===== src/rtl/rcc_byte_packer_if.sv =====
`default_nettype none
// ============================================================================
// rcc_byte_packer_if : byte-in / word-out bus of the RCC byte packer (rev 1.0)
// ============================================================================
interface rcc_byte_packer_if;
  logic        i_start;
  logic [5:0]  i_RCC_BUFFER_LENGTH;
  logic [7:0]  i_byte;
  logic        i_byte_valid;
  logic [31:0] o_word;
  logic        o_word_valid;
  logic        i_word_ready;
  logic [15:0] o_checksum;
  logic [6:0]  o_word_count;
  logic        o_busy;
  logic        o_done;
  logic        o_err_overflow;
  logic        o_err_stray;

  modport master (
    output i_start, i_RCC_BUFFER_LENGTH, i_byte, i_byte_valid, i_word_ready,
    input  o_word, o_word_valid, o_checksum, o_word_count, o_busy, o_done,
           o_err_overflow, o_err_stray
  );

  modport slave (
    input  i_start, i_RCC_BUFFER_LENGTH, i_byte, i_byte_valid, i_word_ready,
    output o_word, o_word_valid, o_checksum, o_word_count, o_busy, o_done,
           o_err_overflow, o_err_stray
  );
endinterface
`default_nettype wire


===== src/rtl/rcc_byte_packer.sv =====
`default_nettype none
// ============================================================================
// rcc_byte_packer : packs a byte stream into 32-bit words with checksum (rev 1.0)
// ============================================================================
module rcc_byte_packer #(
  parameter int OBUF_DEPTH = 2
) (
  input  wire logic        CLK,
  input  wire logic        RESET,
  rcc_byte_packer_if.slave bus
);

  localparam logic [1:0] S_IDLE  = 2'd0;
  localparam logic [1:0] S_RUN   = 2'd1;
  localparam logic [1:0] S_DRAIN = 2'd2;
  localparam logic [1:0] S_DONE  = 2'd3;

  logic [1:0]  state;
  logic [1:0]  state_nxt;
  logic [5:0]  len;
  logic [1:0]  lane;
  logic [23:0] partial;
  logic [15:0] checksum;
  logic [6:0]  word_count;
  logic        err_overflow;
  logic        err_stray;

  logic [31:0] mem [OBUF_DEPTH];
  logic        rd_ptr;
  logic        wr_ptr;
  logic [1:0]  fill;

  logic        start_acc;
  logic        byte_acc;
  logic        stray;
  logic        word_done;
  logic        pop;
  logic        buf_full;
  logic        push_ok;
  logic        push_drop;
  logic        last_word;
  logic [31:0] new_word;

  always_comb begin
    start_acc = (state == S_IDLE) && bus.i_start;
    byte_acc  = (state == S_RUN) && bus.i_byte_valid;
    stray     = (state != S_RUN) && bus.i_byte_valid;
    word_done = byte_acc && (lane == 2'd3);
    new_word  = {bus.i_byte, partial};
    pop       = (fill != 2'd0) && bus.i_word_ready;
    buf_full  = (fill == 2'(OBUF_DEPTH));
    // A pop frees the head slot in the same edge, so a full buffer still takes the push.
    push_ok   = word_done && (!buf_full || pop);
    push_drop = word_done && buf_full && !pop;
    last_word = word_done && ((word_count + 7'd1) == {1'b0, len});
  end

  always_ff @(posedge CLK) begin
    if (RESET) begin
      state <= S_IDLE;
    end else begin
      state <= state_nxt;
    end
  end

  always_comb begin
    state_nxt = state;
    case (state)
      S_IDLE: begin
        if (bus.i_start) begin
          state_nxt = (bus.i_RCC_BUFFER_LENGTH != 6'd0) ? S_RUN : S_DONE;
        end
      end
      S_RUN: begin
        if (last_word) begin
          state_nxt = S_DRAIN;
        end
      end
      S_DRAIN: begin
        if (fill == 2'd0) begin
          state_nxt = S_DONE;
        end
      end
      S_DONE:  state_nxt = S_IDLE;
      default: state_nxt = S_IDLE;
    endcase
  end

  always_comb begin
    bus.o_busy         = (state == S_RUN) || (state == S_DRAIN);
    bus.o_done         = (state == S_DONE);
    bus.o_word_valid   = (fill != 2'd0);
    bus.o_word         = (fill != 2'd0) ? mem[rd_ptr] : 32'd0;
    bus.o_checksum     = checksum;
    bus.o_word_count   = word_count;
    bus.o_err_overflow = err_overflow;
    bus.o_err_stray    = err_stray;
  end

  always_ff @(posedge CLK) begin
    if (RESET) begin
      len          <= 6'd0;
      lane         <= 2'd0;
      partial      <= 24'd0;
      checksum     <= 16'd0;
      word_count   <= 7'd0;
      err_overflow <= 1'b0;
      err_stray    <= 1'b0;
    end else begin
      if (start_acc) begin
        len          <= bus.i_RCC_BUFFER_LENGTH;
        lane         <= 2'd0;
        checksum     <= 16'd0;
        word_count   <= 7'd0;
        err_overflow <= 1'b0;
        err_stray    <= 1'b0;
      end
      if (byte_acc) begin
        lane     <= lane + 2'd1;
        checksum <= checksum + {8'd0, bus.i_byte};
        case (lane)
          2'd0:    partial[7:0]   <= bus.i_byte;
          2'd1:    partial[15:8]  <= bus.i_byte;
          2'd2:    partial[23:16] <= bus.i_byte;
          default: ;
        endcase
      end
      if (word_done) begin
        word_count <= word_count + 7'd1;
      end
      if (push_drop) begin
        err_overflow <= 1'b1;
      end
      // Set after the start clear so a byte in the start cycle still flags.
      if (stray) begin
        err_stray <= 1'b1;
      end
    end
  end

  always_ff @(posedge CLK) begin
    if (RESET) begin
      rd_ptr <= 1'b0;
      wr_ptr <= 1'b0;
      fill   <= 2'd0;
    end else begin
      if (push_ok) begin
        wr_ptr <= ~wr_ptr;
      end
      if (pop) begin
        rd_ptr <= ~rd_ptr;
      end
      case ({push_ok, pop})
        2'b10:   fill <= fill + 2'd1;
        2'b01:   fill <= fill - 2'd1;
        default: fill <= fill;
      endcase
    end
  end

  always_ff @(posedge CLK) begin
    if (push_ok) begin
      mem[wr_ptr] <= new_word;
    end
  end

endmodule
`default_nettype wire


===== src/flat_wrapper.sv =====
// flat-port wrapper written by rule: the top's interface ports become plain ports
module rcc_byte_packer_flat 
#(
  parameter int OBUF_DEPTH = 2
)
  (CLK, RESET, bus_i_start, bus_i_RCC_BUFFER_LENGTH, bus_i_byte, bus_i_byte_valid, bus_i_word_ready, bus_o_word, bus_o_word_valid, bus_o_checksum, bus_o_word_count, bus_o_busy, bus_o_done, bus_o_err_overflow, bus_o_err_stray);
  rcc_byte_packer_if bus_i ();
  input  wire logic CLK;
  input  wire logic RESET;
  input wire logic [$bits(bus_i.i_start)-1:0] bus_i_start;
  input wire logic [$bits(bus_i.i_RCC_BUFFER_LENGTH)-1:0] bus_i_RCC_BUFFER_LENGTH;
  input wire logic [$bits(bus_i.i_byte)-1:0] bus_i_byte;
  input wire logic [$bits(bus_i.i_byte_valid)-1:0] bus_i_byte_valid;
  input wire logic [$bits(bus_i.i_word_ready)-1:0] bus_i_word_ready;
  output wire logic [$bits(bus_i.o_word)-1:0] bus_o_word;
  output wire logic [$bits(bus_i.o_word_valid)-1:0] bus_o_word_valid;
  output wire logic [$bits(bus_i.o_checksum)-1:0] bus_o_checksum;
  output wire logic [$bits(bus_i.o_word_count)-1:0] bus_o_word_count;
  output wire logic [$bits(bus_i.o_busy)-1:0] bus_o_busy;
  output wire logic [$bits(bus_i.o_done)-1:0] bus_o_done;
  output wire logic [$bits(bus_i.o_err_overflow)-1:0] bus_o_err_overflow;
  output wire logic [$bits(bus_i.o_err_stray)-1:0] bus_o_err_stray;
  assign bus_i.i_start = bus_i_start;
  assign bus_i.i_RCC_BUFFER_LENGTH = bus_i_RCC_BUFFER_LENGTH;
  assign bus_i.i_byte = bus_i_byte;
  assign bus_i.i_byte_valid = bus_i_byte_valid;
  assign bus_i.i_word_ready = bus_i_word_ready;
  assign bus_o_word = bus_i.o_word;
  assign bus_o_word_valid = bus_i.o_word_valid;
  assign bus_o_checksum = bus_i.o_checksum;
  assign bus_o_word_count = bus_i.o_word_count;
  assign bus_o_busy = bus_i.o_busy;
  assign bus_o_done = bus_i.o_done;
  assign bus_o_err_overflow = bus_i.o_err_overflow;
  assign bus_o_err_stray = bus_i.o_err_stray;
  rcc_byte_packer #(.OBUF_DEPTH(OBUF_DEPTH)) u_core (.CLK(CLK), .RESET(RESET), .bus(bus_i));
endmodule

===== config.mk =====
export PLATFORM = sky130hd
export DESIGN_NAME = rcc_byte_packer_flat
export DESIGN_NICKNAME = d
export VERILOG_FILES = /design/src/rtl/rcc_byte_packer_if.sv /design/src/rtl/rcc_byte_packer.sv /design/src/flat_wrapper.sv
export SDC_FILE = /design/constraint.sdc
export NUM_CORES = 1
export LEC_CHECK = 0
export CAP_MARGIN = 20
export CORE_MARGIN = 2
export CORE_UTILIZATION = 30
export CTS_CLUSTER_DIAMETER = 100
export DETAILED_ROUTE_END_ITERATION = 6
export PLACE_DENSITY = 0.48
export SLEW_MARGIN = 20
export SYNTH_ARGS = -nofsm -noshare
export SYNTH_HDL_FRONTEND = slang
export SYNTH_SLANG_ARGS = --single-unit

===== constraint.sdc =====
create_clock -name CLK -period 9 [get_ports CLK]
set_input_delay 1.8 -clock CLK [delete_from_list [all_inputs] [get_ports CLK]]
set_output_delay 1.8 -clock CLK [all_outputs]
set_load 0.01 [all_outputs]

Yosys cells after proc, flatten, opt, wreduce, memory -nomap -nowiden:

Memories as Yosys holds them, arrays and structs flattened. A register that Yosys moved wholly into a read port is not among the register bits.
Index checks and enable logic that the tools add are counted.

* $add $sub $neg: 5
* $mul: 0
* divide/modulo/power cells: 0
* $lt $le $gt $ge: 0
* eq/ne operators: 14
* shifts and indexed selects: 0
* muxes and demuxes: 20
* bitwise gates (word level): 2
* reductions and logical operators: 27

Operator list (number)
* $mux 16: 2
* $mux 32: 1
* $add 16x8->16: 1
* $mux 7: 2
* $eq 2x2->1 const B: 6
* $mux 2: 6
* $reduce_bool 2->1: 6
* $logic_and 1x1->1: 9
* $pmux 2 s4: 1
* $add 7x1->7 const B: 1
* $eq 7x6->1: 1
* $mux 1: 7
* $eq 2x1->1 const B: 3
* $logic_not 2->1: 3
* $ne 2x1->1 const B: 3
* $reduce_and 2->1: 3
* $reduce_bool 6->1: 1
* $add 2x1->2 const B: 2
* $pmux 2 s2: 1
* $reduce_and 3->1: 1
* $logic_not 1->1: 2
* $logic_or 1x1->1: 2
* $ne 2x2->1 const B: 1
* $not 1->1: 2
* $sub 2x1->2 const B: 1

* bits in registers: 63
* latch bits: 0
* bits in writable memories: 64
* ROM bits: 0
* bits of input ports: 19
* output and inout port bits: 60
* logic and storage cells: 82
* memories kept: 1

Memories
* u_core.mem: words 2, width 32, rd ports 1, clocked after memory_dff 1, write ports 1, RTL line rcc_byte_packer.sv:28 `logic [31:0] mem [OBUF_DEPTH];`

Logic depth before layout (Yosys ltp):

* depth in word-level cells: 6
* gate-level depth with buffers: 9
* mapped depth without buffers: 8

Worst setup path before layout:

OpenSTA, ideal clock, no wires.

* path kind: input to register
* from: input bus_i_byte_valid
* to: memory u_core.mem[0][0] (enable)
* setup time: 461 ps
* data arrival time: 4683 ps
* required time: 8539 ps
* setup slack: 3856 ps
* stages: 5
* buffers on the path: 2
* cells stage by stage: and2_1 > buf_2 > nand2_1 > clkbuf_1 > nor3_1

* cells in the longest elaborated chain, start to end: 5

RTL lines
* start: declaration: RTL line flat_wrapper.sv:13 `input wire logic [$bits(bus_i.i_byte_valid)-1:0] bus_i_byte_valid;`
* $logic_and 1x1->1: RTL line rcc_byte_packer.sv:46 `byte_acc = (state == S_RUN) && bus.i_byte_valid;`
* $logic_and 1x1->1: RTL line rcc_byte_packer.sv:48 `word_done = byte_acc && (lane == 2'd3);`
* $logic_and 1x1->1: RTL line rcc_byte_packer.sv:53 `push_ok = word_done && (!buf_full || pop);`
* $mux 1: RTL line rcc_byte_packer.sv:162 `if (push_ok) begin`
* $mux 1 (not written as such): RTL line rcc_byte_packer.sv:163 `mem[wr_ptr] <= new_word;`
* end: declaration: RTL line rcc_byte_packer.sv:28

No other way between the ends.

Final worst setup path:

* from: input bus_i_byte_valid
* to: memory u_core.mem[1][30] (enable)

The elaborated chain is that of the path after synthesis.

==> impl_metrics.ini <==
[status]
outcome = complete, no violations

[place]
place.gp.congestion = 0.839
io_buffer_count = 78
dpl_worst_slack_ns = 4.15
hpwl_um = 8520
place_area_um2 = 6550
dp_cells = 809

[timing]
rsz0062_at_grt = no
setup_viol = 0
tightest_slew_ns = 1.05
hold_slack_ns = 0.442
hold_violations = 0
timing.final.ws_setup_ns = 4.54
slew_violations = 0
min_period_ns = 4.46
tns_ns = 0
max_freq_mhz = 224
relSlewSlack = 0.299
fin_skew_ns = 0.0167
min_period_over_period = 0.496

[logic_synthesis]
ys_ff_latch = 128
yosys-top-cells-area = edfxtp_1 (35%), dfxtp_1 (23%), mux2i_1 (6.0%)
synthFlopType = edfxtp_1
netlist_instances = 525
syn_nets = 563
yosysWarningCount = 0
seq_area_frac_synth = 0.578
ys_async_sr_fraction = 0
yosysTopAreaCellShare = 0.347
synthDistinctLibCells = 48
synth-edff-count = 64
synth_area_um2 = 5550
synth_most_common_cell = nor2_1
synth_common_cells = nor2_1 (66), dfxtp_1 (64), edfxtp_1 (64)
syn_area_per_cell_um2 = 10.6
yosys.area.top_type = edfxtp_1

[floorplan]
die-area_um2 = 19600
initial_utilization = 0.308
die_y_um = 140
core_area_um2 = 18000
die_x_um = 140
placementRows = 49
pin_count = 79

[grt]
grt_pass1_vias = 3944
antenna_found_initial = 0
grt_pass1_wl_um = 20700
grt_start_max_net_pins = 66
grt_overflow = 0
gr-usage-all-layers = 0.136

[worst_setup_path]
crit_path_max_fanout = 51
critical_path_class = in -> reg
ff2ff_setup_slack_ns = 5.71
critPathCaptureType = flip-flop
required_ns = 9.03
r2r_start = u_core.state[1]$_SDFFE_PP0P_
reg2regPathDepth = 7
start_kind = input port
rr_endpoint = u_core.mem[1][30]$_DFFE_PP_
worstPathArrival_ns = 4.49

[clock_tree]
cts_hold_buf = 0
tritoncts = done
root_buffer = clkbuf_16
clk_pin_slew_worst_paths_ns = 0.05
cts_setup_buffers = 0
htreeDepth = 4
clock_path_buffers = 2
clkLatencyLatePin_ns = 0.41
cts-buffers-inserted = 17
cts_resized = 0
numClockSinks = 128

[drt]
ant_nets = 0
routed_via_density = 4.90
vias = 4117
drt-initial-drc-count = 253
routed_wl_um = 13100
wl_per_cell_um = 15.6
first_pass_iters = 4
drc = 0

[power_and_ir_drop]
ir_worst_vdd_mv = 0.134
leakage_nw = 2.45
fin_total_pwr_mw = 1.49
p_per_area_nw_per_um2 = 209

[layout]
fin_cells = 841
postLayoutCoreUtil = 0.396
fill_cells = 1773
area_delta_synth_final_pct = 28.7
seqCellArea_um2 = 3200
multi_input_area_um2 = 2220
drive_above_1_share = 0.0752
antenna_cells = 0
fin_nets = 637
design_area_um2 = 7140

[flow_run]
maxCapViolCount = 0

[hold_path]
min_from = u_core.partial[11]$_SDFFE_PP0P_
min_to = u_core.mem[1][11]$_DFFE_PP_
hp-class = reg -> reg
whs_path_depth = 0
[flip-flops by register name, summed over array words and instances (netlist names), named ones only]
signal	cells
u_core.mem	64
u_core.partial	24
u_core.bus.o_checksum	16
u_core.bus.o_word_count	7
u_core.len	6
u_core.fill	2
u_core.lane	2
u_core.state	2
u_core.bus.o_err_overflow	1
u_core.bus.o_err_stray	1
u_core.rd_ptr	1
u_core.wr_ptr	1
[report_power, final]
group | switching, mW | internal, mW
Clock | 0.242 | 0.440
Combinational | 0.103 | 0.0634
Sequential | 0.0143 | 0.627
[cell usage in the layout (no fill, tap or decap), types with 7 or more instances in the layout]
master           count
clkdlybuf4s50_1     77
nor2_1              65
edfxtp_1            64
dfxtp_1             63
nand2_1             55
a21oi_1             50
nand3_1             39
mux2i_1             33
ha_1                18
clkbuf_16           17
o21ai_0             12
xnor2_1              9
inv_1                7
a22oi_1              7
[how the worst max path moves through the flow]
stage	startpoint	end	slack, ns	cells past startpoint
after global placement	bus_i_byte_valid	u_core.mem[1][21]$_DFFE_PP_	4.23	6
after floorplan	bus_i_byte_valid	u_core.mem[0][0]$_DFFE_PP_	3.86	5
final	bus_i_byte_valid	u_core.mem[1][30]$_DFFE_PP_	4.54	6
after global routing	bus_i_byte_valid	u_core.mem[1][12]$_DFFE_PP_	4.29	6
after CTS	bus_i_byte_valid	u_core.mem[1][22]$_DFFE_PP_	4.54	6
after detailed placement	bus_i_byte_valid	u_core.mem[1][21]$_DFFE_PP_	4.15	6
[critical path: stages]
cell	delay, ns
clkdlybuf4s50_1	0.51
and2_1	0.14
buf_4	0.45
nand2_1	0.50
nor2_1	0.32
and2_2	0.75
[area by class of cell]
class	instances	share of cell area
timing repair buffer	82	0.113
clock inverter	12	0.0202
sequential	128	0.449
clock buffer	20	0.0626
multi-input combinational	363	0.311
inverter	7	0.00368
tap	229	0.0402
[layer usage]
layer  share of wire  vias to the layer above  global-route usage
met2            0.46                      100               0.215
met5               0                        -                   0
met1            0.49                     1957               0.177
met4           0.014                        0              0.0479
met3           0.039                       13              0.0414
li1                -                     2047                   -
[cells by family after synthesis]
family | after synthesis | share of synthesized area
buffers and inverters | 34 | 0.0232
adder cells (fa/ha/maj) | 19 | 0.0442
AND/OR/NAND/NOR | 196 | 0.159
flip-flops | 128 | 0.578
AO/OA/AOI/OAI | 100 | 0.111
multiplexers | 34 | 0.0623
XOR/XNOR | 14 | 0.0221
No activity file was read; power rests on OpenSTA's default activity.
